`config.mk`:
```
export PLATFORM = sky130hd
export DESIGN_NAME = edge_event_arbiter
export DESIGN_NICKNAME = d
export VERILOG_FILES = /design/src/rtl/edge_event_arbiter.sv
export SDC_FILE = /design/constraint.sdc
export NUM_CORES = 1
export LEC_CHECK = 0
export ABC_AREA = 0
export CORE_UTILIZATION = 40
export CTS_BUF_LIST = sky130_fd_sc_hd__clkbuf_4 sky130_fd_sc_hd__clkbuf_8
export CTS_CLUSTER_DIAMETER = 50
export CTS_CLUSTER_SIZE = 16
export DETAILED_ROUTE_END_ITERATION = 12
export DONT_BUFFER_PORTS = 1
export GPL_ROUTABILITY_DRIVEN = 0
export SYNTH_ARGS = -nofsm -noshare
export SYNTH_HDL_FRONTEND = slang
export SYNTH_SLANG_ARGS = --single-unit
```
`constraint.sdc`:
```
create_clock -name clk -period 1.6 [get_ports clk]
set_input_delay 0.16 -clock clk [delete_from_list [all_inputs] [get_ports clk]]
set_output_delay 0.16 -clock clk [all_outputs]
set_load 0.05 [all_outputs]
```
`src/rtl/edge_event_arbiter.sv`:
```
// rtl/edge_event_arbiter.sv - rising-edge detector bank with round-robin event serialiser
//
// Ports:
//   clk      - system clock, all state updates on the rising edge
//   reset    - asynchronous active-high reset
//   level    - N per-channel level inputs, synchronous to clk
//   ready    - consumer accepts the presented event when high with valid
//   clr_ovf  - single-cycle pulse clearing every overflow flag
//   valid    - an event is presented on chan_id
//   chan_id  - channel index of the presented event
//   ovf      - sticky per-channel overflow flags

module edge_event_arbiter #(
  parameter int N    = 4,
  parameter int ID_W = 2
) (
  input  logic            clk,
  input  logic            reset,
  input  logic [N-1:0]    level,
  input  logic            ready,
  input  logic            clr_ovf,
  output logic            valid,
  output logic [ID_W-1:0] chan_id,
  output logic [N-1:0]    ovf
);

  localparam logic [1:0] ST_IDLE = 2'b00;
  localparam logic [1:0] ST_HOLD = 2'b01;

  logic [N-1:0]    level_q, level_d;
  logic [N-1:0]    pend_q, pend_d;
  logic [N-1:0]    ovf_q, ovf_d;
  logic [ID_W-1:0] ptr_q, ptr_d;
  logic [ID_W-1:0] chan_id_q, chan_id_d;
  logic [1:0]      state_q, state_d;
  logic            valid_q, valid_d;

  logic [N-1:0]    rise;
  logic [N-1:0]    load_mask;
  logic [N-1:0]    ovf_set;
  logic            any_pend;
  logic            load_en;
  logic [ID_W-1:0] winner;
  logic [ID_W-1:0] winner_next;
  int              scan_idx;

  assign rise     = level & ~level_q;
  assign any_pend = |pend_q;

  // Round-robin pick over registered pend only. Scanning from the far end
  // back towards ptr lets the last hit be the closest one after ptr.
  always_comb begin
    winner   = '0;
    scan_idx = 0;
    for (int k = N - 1; k >= 0; k--) begin
      scan_idx = int'(ptr_q) + k;
      if (scan_idx >= N) begin
        scan_idx = scan_idx - N;
      end
      if (pend_q[scan_idx[ID_W-1:0]]) begin
        winner = scan_idx[ID_W-1:0];
      end
    end
  end

  assign winner_next = (winner == ID_W'(N - 1)) ? '0 : winner + ID_W'(1);

  always_comb begin
    state_d   = state_q;
    valid_d   = valid_q;
    chan_id_d = chan_id_q;
    load_en   = 1'b0;
    case (state_q)
      ST_IDLE: begin
        valid_d = 1'b0;
        if (any_pend) begin
          load_en = 1'b1;
          valid_d = 1'b1;
          state_d = ST_HOLD;
        end
      end
      ST_HOLD: begin
        valid_d = 1'b1;
        if (ready) begin
          // Back-to-back: the accepted event is replaced on the same edge.
          if (any_pend) begin
            load_en = 1'b1;
          end else begin
            valid_d = 1'b0;
            state_d = ST_IDLE;
          end
        end
      end
      default: begin
        valid_d = 1'b0;
        state_d = ST_IDLE;
      end
    endcase
    if (load_en) begin
      chan_id_d = winner;
    end
  end

  always_comb begin
    load_mask = '0;
    if (load_en) begin
      load_mask = N'(1) << winner;
    end
  end

  // A rise on the channel being loaded re-arms pend rather than overflowing.
  assign ovf_set = rise & pend_q & ~load_mask;
  assign pend_d  = (pend_q & ~load_mask) | rise;
  // Set dominates a coincident clear.
  assign ovf_d   = (clr_ovf ? '0 : ovf_q) | ovf_set;
  assign ptr_d   = load_en ? winner_next : ptr_q;
  assign level_d = level;

  always_ff @(posedge clk or posedge reset) begin
    if (reset) begin
      level_q   <= '0;
      pend_q    <= '0;
      ovf_q     <= '0;
      ptr_q     <= '0;
      chan_id_q <= '0;
      state_q   <= ST_IDLE;
      valid_q   <= 1'b0;
    end else begin
      level_q   <= level_d;
      pend_q    <= pend_d;
      ovf_q     <= ovf_d;
      ptr_q     <= ptr_d;
      chan_id_q <= chan_id_d;
      state_q   <= state_d;
      valid_q   <= valid_d;
    end
  end

  assign valid   = valid_q;
  assign chan_id = chan_id_q;
  assign ovf     = ovf_q;

endmodule
```
==> impl_results.md, run 1 <==
* Critical Path Fanout Max at 4
* Startpoint Class: register
* Tightest hold margin at -0.05230 ns
* Area Growth Syn to Fin at 30.11%
* Post-DP HPWL at a little over 1000 um
* Die height at approximately 47 um
* Syn Nets at 83
* H-Tree Depth at 1
* Setup-failing EPs final at 0
* Remaining antenna violation count after routing at 0
* Worst Tran Pin Value at 0.6679 ns
* Slew HR at about 55%
* Die width at 46.78 um
* GR Util All Layers at 16.07%
* Fin. max-slew vios at 0
* Top post-synthesis cells by area: dfrtp_1, nand2_1, ha_1
* DRC Markers at 0
* Share of post-route cells with drive strength above 1 at 40.91%
* CTS tree: yes
* FMAX at 0.6347 GHz
* TritonRoute pass-1 iters at 4
* Fin crit share at 98.47%
* Status: complete, but fails checks
* Vias at 582
* Largest net degree at the start of global routing at 19
* Post-synth top area share at 56.16%
* Core area at 0.001802 sq mm
* Clock root buffer: clkbuf_4
* Synth Warn # at 0
* Post-Route WL at ~1600 um
* Critical R2R Launch: ptr_q[1]
* Initial Utilization at 44.51%
* CP Capture Type: register
* RSZ-0062 raised after global routing: yes
* Crit. Startpoint: ptr_q[1]
* Failing checks: negative hold slack
* Period minus WS final at 1.576 ns
* Fin cells at approximately 110
* First-pass GRT wire length at about 2300 um
* Clk_skew at 0.003703 ns
* Worst Setup Path Type: register to register
* Clk pin slew, worst setup/hold paths at about 0.10 ns
* Max layer used: met4
* Synth Instances at 71
* P_leak at 0.4732 nW
* Clk buf depth at 2
* I/O pins at 15
* Area leader, netlist: dfrtp_1
* CTS hold repair buffers at 5
* Average cell area after synthesis at 11.30 sq um
* Total gr overflow at 0
* Vias in the first global route at 564
* Final core utilization at 57.92%
* Vias per cell at a little over 5
* Hold Vio Cnt, Final at 4
* Met1 wire length at 640 um
* Req. time, crit path at 1.83 ns
* Post-Syn Area at 802.0 sq um
* Max VDD drop at 0.001022 V
* Metal3 WL at 78 um
* CTS sink count at 18
* Number of max-cap violations at 0
* Antenna diodes at 0
* Initial antenna violation count at 0
* Total die area at between 0.002 and 0.0025 sq mm
* Placed Area at between 800 and 900 sq um
* Pwr Density at 2033 mW/mm^2
* Layout net count at around 100
* Wire length on met2 at 816 um
* Synth unique cells at 17
* DR WL/cell at 13.90 um
* Hold crit path type: primary input to register
* Rows at 15
* IO Port Bufs at 0
* Dpl cells at between 100 and 150
* Finished Cell Area at 0.001044 sq mm
* TritonCTS buffer count at 3
* Hold path startpoint: clr_ovf
* FF+latch count, synth at 18
* Clock Latency Late Sink at 0.30 ns
* Post-synthesis sequential area ratio at 56.16%
* Starting DRT DRC Count at 8
* Crit path DAT at 1.80 ns
-- per-stage QoR --
step / total power [W] / setup TNS, ns / setup WS, ns
2_1_floorplan: 0.001395 / 0 / 0.03752
3_3_place_gp: 0.001623 / 0 / 0.02481
3_5_place_dp: 0.001639 / -0.06924 / -0.05147
4_1_cts: 0.001949 / -0.02121 / -0.01323
5_1_grt: 0.002255 / -0.2340 / -0.05814
6_report: 0.002121 / 0 / 0.02445
-- sequential cells by signal, indices dropped and copies added (netlist names) --
name     flops
level_q      4
ovf          4
pend_q       4
chan_id      2
ptr_q        2
state_q      1
valid        1
-- cells by family (layout without fill, tap and decap cells) --
kind of cell    Yosys count  count (layout)  synth area share, %
compound gates           13              13                14.98
simple gates             24              24                13.42
buf+inv                   9              26                4.212
mux                       3               3                4.992
flops                    18              18                56.16
fa+ha+maj                 4               4                6.240
-- per-layer routing --
metal,track usage (%),vias up
met2,26.11,19
met3,3.462,5
li1,-,275
met4,8.571,0
met1,20.10,283
met5,0,-
-- cells in the mapped netlist --
cell type  count
nor2_1         1
o22ai_1        4
a21oi_1        3
o21ai_1        2
mux2i_1        1
o41ai_4        1
inv_1          8
nand2b_1       6
mux2_4         2
o2bb2a_4       1
o31ai_1        1
nand2_1       16
dfrtp_1       18
a311oi_2       1
nor4_1         1
ha_1           4
inv_2          1
-- where the power goes --
part	internal, W	switching [W]
Sequential	0.000587	0.000333
Clock	0.0000879	0.000138
Combinational	0.000497	0.000479
Total	0.00117	0.000949
-- layout make-up --
| class | instances | area, sq um |
|---|---|---|
| Fill cell | 150 | 758.2 |
| Timing Repair Buffer | 14 | 117.6 |
| Tap cell | 25 | 31.28 |
| Multi-Input combinational cell | 44 | 386.6 |
| Inverter | 9 | 33.78 |
| Sequential cell | 18 | 451.7 |
| Clock buffer | 3 | 22.52 |
-- timing repair --
item	CTS	global route
setup endpoints to repair	2	9
gates resized for setup	5	14
hold endpoints to repair	26	4
setup buffers	2	0
pin swaps	8	5
-- worst max-delay path: stages, from the launching register on --
cell and delay, ns:
dfrtp_1 0.41, mux2i_1 0.20, nor2_1 0.07, a311oi_2 0.29
inv_1 0.13, ha_2 0.19, nand2_2 0.05, nand2_2 0.07
o22ai_2 0.09
-- cells in the final DEF (no fill, tap or decap), drive strengths merged, types with 2 or more instances in the layout --
cell type,instances
nand2b,6
nand2,16
dlygate4sd3,5
buf,9
ha,4
dfrtp,18
clkbuf,3
o21ai,2
a21oi,3
inv,9
mux2,2
o22ai,4
-- final timing paths --
kind	endpoint	slack, ns	depth (start not counted)
worst max-delay path	ovf[2]	0.02	8
worst min-delay path	ovf[2]	-0.05	1
worst min register to register	ptr_q[0]	0.53	2
worst max register to register	ovf[2]	0.02	8
min in group asynchronous	pend_q[1]	0.41	2
max in group asynchronous	pend_q[0]	0.73	2
Power figures use the tool's default switching activity.
==> run 2, diff against run 1 <==
==> constraint.sdc (replaced) <==
create_clock -name clk -period 1.6 [get_ports clk]
set_input_delay 0.48 -clock clk [delete_from_list [all_inputs] [get_ports clk]]
set_output_delay 0.48 -clock clk [all_outputs]
set_load 0.05 [all_outputs]
==> run 2 against run 1 <==
  * The run now ends clean
  * Via count is 5.8% lower
  * Hold slack better by 0.13 ns
  * Count of clock-buffer cells in the layout up 1
  * Maximum frequency up 1.8%
  * Power decreased by 0.17%
  * Cell count down 0.88%
  * Non-clock buffer count fell by 2
  * First-iteration DRC count is 63% lower
  * Critical path depth up 1
  * Global-route usage fell by 0.70 points
  * Sequential power rose by 0.9%
  * Worst setup slack gained 0.027 ns
  * Highest routed layer unchanged
==> impl_results.md, run 2 (synthesis gave the netlist of run 1 again) <==
* Antenna diodes at 0 (unchanged)
* H-Tree Depth at 1 (unchanged)
* Clk pin slew, worst setup/hold paths at 0.10 ns (about the same)
* Clk buf depth at 2 (unchanged)
* Fin crit share at 96.77% (was 98.47%)
* CTS sink count at 18 (unchanged)
* TritonRoute pass-1 iters at 4 (unchanged)
* Critical Path Fanout Max at 4 (unchanged)
* DR WL/cell at 13.30 um (was 13.90 um)
* Number of max-cap violations at 0 (unchanged)
* Fin. max-slew vios at 0 (unchanged)
* Hold crit path type: primary input to asynchronous set/reset pin (was primary input to register)
* Core area at 0.001802 sq mm (unchanged)
* Area of the multi-input gates at 357.8 sq um (was 386.6 sq um)
* FMAX at 0.6458 GHz (was 0.6347 GHz)
* Period minus WS final at 1.548 ns (was 1.576 ns)
* Crit path buf inv count at 2 (was 1)
* Crit path DAT at 1.76 ns (was 1.80 ns)
* Share of post-route cells with drive strength above 1 at 39.08% (was 40.91%)
* TritonCTS buffer count at 3 (unchanged)
* Die height at 46.78 um (unchanged)
* CTS tree: yes (unchanged)
* CP Capture Type: register (unchanged)
* Commonest cells after routing, fill and taps aside: dfrtp_1, buf_4, nand2_1, inv_1 (was dfrtp_1, buf_4, inv_1, nand2_1, nand2_2)
* Vias per cell at 4.893 (was 5.150)
* Largest net degree at the start of global routing at 19 (unchanged)
* Setup slack, reg-to-reg at 0.05 ns (was 0.02 ns)
* Req. time, crit path at 1.81 ns (was 1.83 ns)
* Status: complete, no violations (was complete, but fails checks)
* Setup ws final at 0.05160 ns (was 0.02445 ns)
* R2r endpoint: ovf[0] (was ovf[2])
* IO Port Bufs at 0 (unchanged)
* Worst reg2reg path depth at 9 (was 8)
* DRC Markers at 0 (unchanged)
* Hold Vio Cnt, Final at 0 (was 4)
* Clk_skew at 0.005518 ns (was 0.003703 ns)
* RSZ-0062 raised after global routing: yes (unchanged)
* Area Growth Syn to Fin at 24.81% (was 30.11%)
* Sum Neg Setup Slack at 0 ns (unchanged)
* Layout net count at 100 (was 102)
* I/O pins at 15 (unchanged)
* Setup-failing EPs final at 0 (unchanged)
* Startpoint Class: register (unchanged)
* Crit. Startpoint: ptr_q[1] (unchanged)
* Crit path top cell by count: nand2_2 (unchanged)
* CP max-delay cell: dfrtp_1 (unchanged)
* Slew HR at 67.79% (was 55.43%)
* Crit path largest cell delay at 0.42 ns (was 0.41 ns)
* CP delay by family, top: compound AO/OA/AOI/OAI gates (was flip-flops)
* Fillers at 166 (was 150)
* Worst Setup Path Type: register to register (unchanged)
* Total die area at 0.002188 sq mm (unchanged)
* Pre-CTS WS at -0.01553 ns (was -0.05147 ns)
* Die width at 46.78 um (unchanged)
* Most common cell after layout, fill and taps aside: dfrtp_1 (unchanged)
* Initial Utilization at 44.51% (unchanged)
* Max VDD drop at 0.001102 V (was 0.001022 V)
* Pwr Density at 2115 mW/mm^2 (was 2033 mW/mm^2)
* GR Util All Layers at 15.37% (was 16.07%)
* Vias at 548 (was 582)
* Remaining antenna violation count after routing at 0 (unchanged)
* Clock Latency Late Sink at 0.29 ns (was 0.30 ns)
* Vias in the first global route at 535 (was 564)
* Register Area at 451.7 sq um (unchanged)
* CTS hold repair buffers at 0 (was 5)
* Rows at 15 (unchanged)
* Critical R2R Launch: ptr_q[1] (unchanged)
* Total gr overflow at 0 (unchanged)
* First-pass GRT wire length at 2277 um (was 2325 um)
* Clock root buffer: clkbuf_4 (unchanged)
* Post-DP HPWL at 1091 um (was 1016 um)
* Post-Route WL at 1490 um (was 1571 um)
* Starting DRT DRC Count at 3 (was 8)
* Critical path, cell by cell: buf_4 > a21oi_2 > o21ai_1 > o2bb2a_4 > inv_2 > ha_2 > nand2_2 > nand2_2 > o22ai_1 (was mux2i_1 > nor2_1 > a311oi_2 > inv_1 > ha_2 > nand2_2 > nand2_2 > o22ai_2)
* Worst Tran Pin Value at 0.4832 ns (was 0.6679 ns)
* P_leak at 0.4671 nW (was 0.4732 nW)
* Initial antenna violation count at 0 (unchanged)
run 2: cell count changes in the layout (fill, tap and decap cells not counted), moves of 2 or more:
cell           change
o22ai_1            +4
nand2_1            +2
dlygate4sd3_1      -5
o22ai_2            -4
buf_4              +3
nand2_2            -2
run 2: repair_timing:
item | in CTS | in global routing
cloned | 0 | 0
pin swaps | 2 | 6
gates resized for setup | 1 | 12
buffers inserted | 1 | 3
setup endpoints to repair | 2 | 10
run 2: power by group:
part	internal, W	switching (W)
sequential	0.000587	0.000340
clock	0.000138	0.000136
combinational	0.000479	0.000436
total	0.00120	0.000913
run 2: layout make-up:
| type | count | share of cell area [%] |
|---|---|---|
| inverters | 9 | 3.375 |
| well taps | 25 | 3.125 |
| flip-flops and latches | 18 | 45.12 |
| multi-input cells | 44 | 35.75 |
| repair buffers | 12 | 9.000 |
| clock buffers | 4 | 3.625 |
run 2: how the worst max path moves through the flow:
| stage | endpoint | depth (start not counted) |
|---|---|---|
| floorplan | ovf[0] | 8 |
| global placement | ovf[0] | 8 |
| detailed placement | ovf[0] | 8 |
| CTS | ovf[1] | 8 |
| global route | ovf[2] | 8 |
| finish | ovf[0] | 9 |
run 2: layer usage:
metal | routed length, um | up-vias | share of wire, % | GRT usage [%]
met1 | 652 | 265 | 44 | 19.45
met5 | 0 | - | 0 | 0
met2 | 778 | 14 | 52 | 25.56
met4 | 3 | 0 | 0.20 | 5.143
li1 | - | 267 | - | -
met3 | 55 | 2 | 3.7 | 4.231
run 2: metrics by stage:
| stage | area [sq um] | total power (W) | instances | utilization [%] | hold WS (ns) |
|---|---|---|---|---|---|
| finish | 1001 | 0.002118 | 112 | 55.56 | 0.07757 |
| floorplan | 802.0 | 0.001395 | 71 | - | 0.4186 |
| global route | 1001 | 0.002276 | 112 | 55.56 | 0.07928 |
| detailed placement | 893.4 | 0.001636 | 104 | 49.58 | 0.4042 |
| global placement | 893.4 | 0.001613 | 104 | 49.58 | 0.3980 |
| CTS | 938.4 | 0.001949 | 109 | 52.08 | 0.08027 |
run 2: worst reg2reg max path, stage by stage (launching register included):
cell	delay (ns)
dfrtp_1	0.42
buf_4	0.17
a21oi_2	0.12
o21ai_1	0.09
o2bb2a_4	0.23
inv_2	0.06
ha_2	0.18
nand2_2	0.05
nand2_2	0.06
o22ai_1	0.10
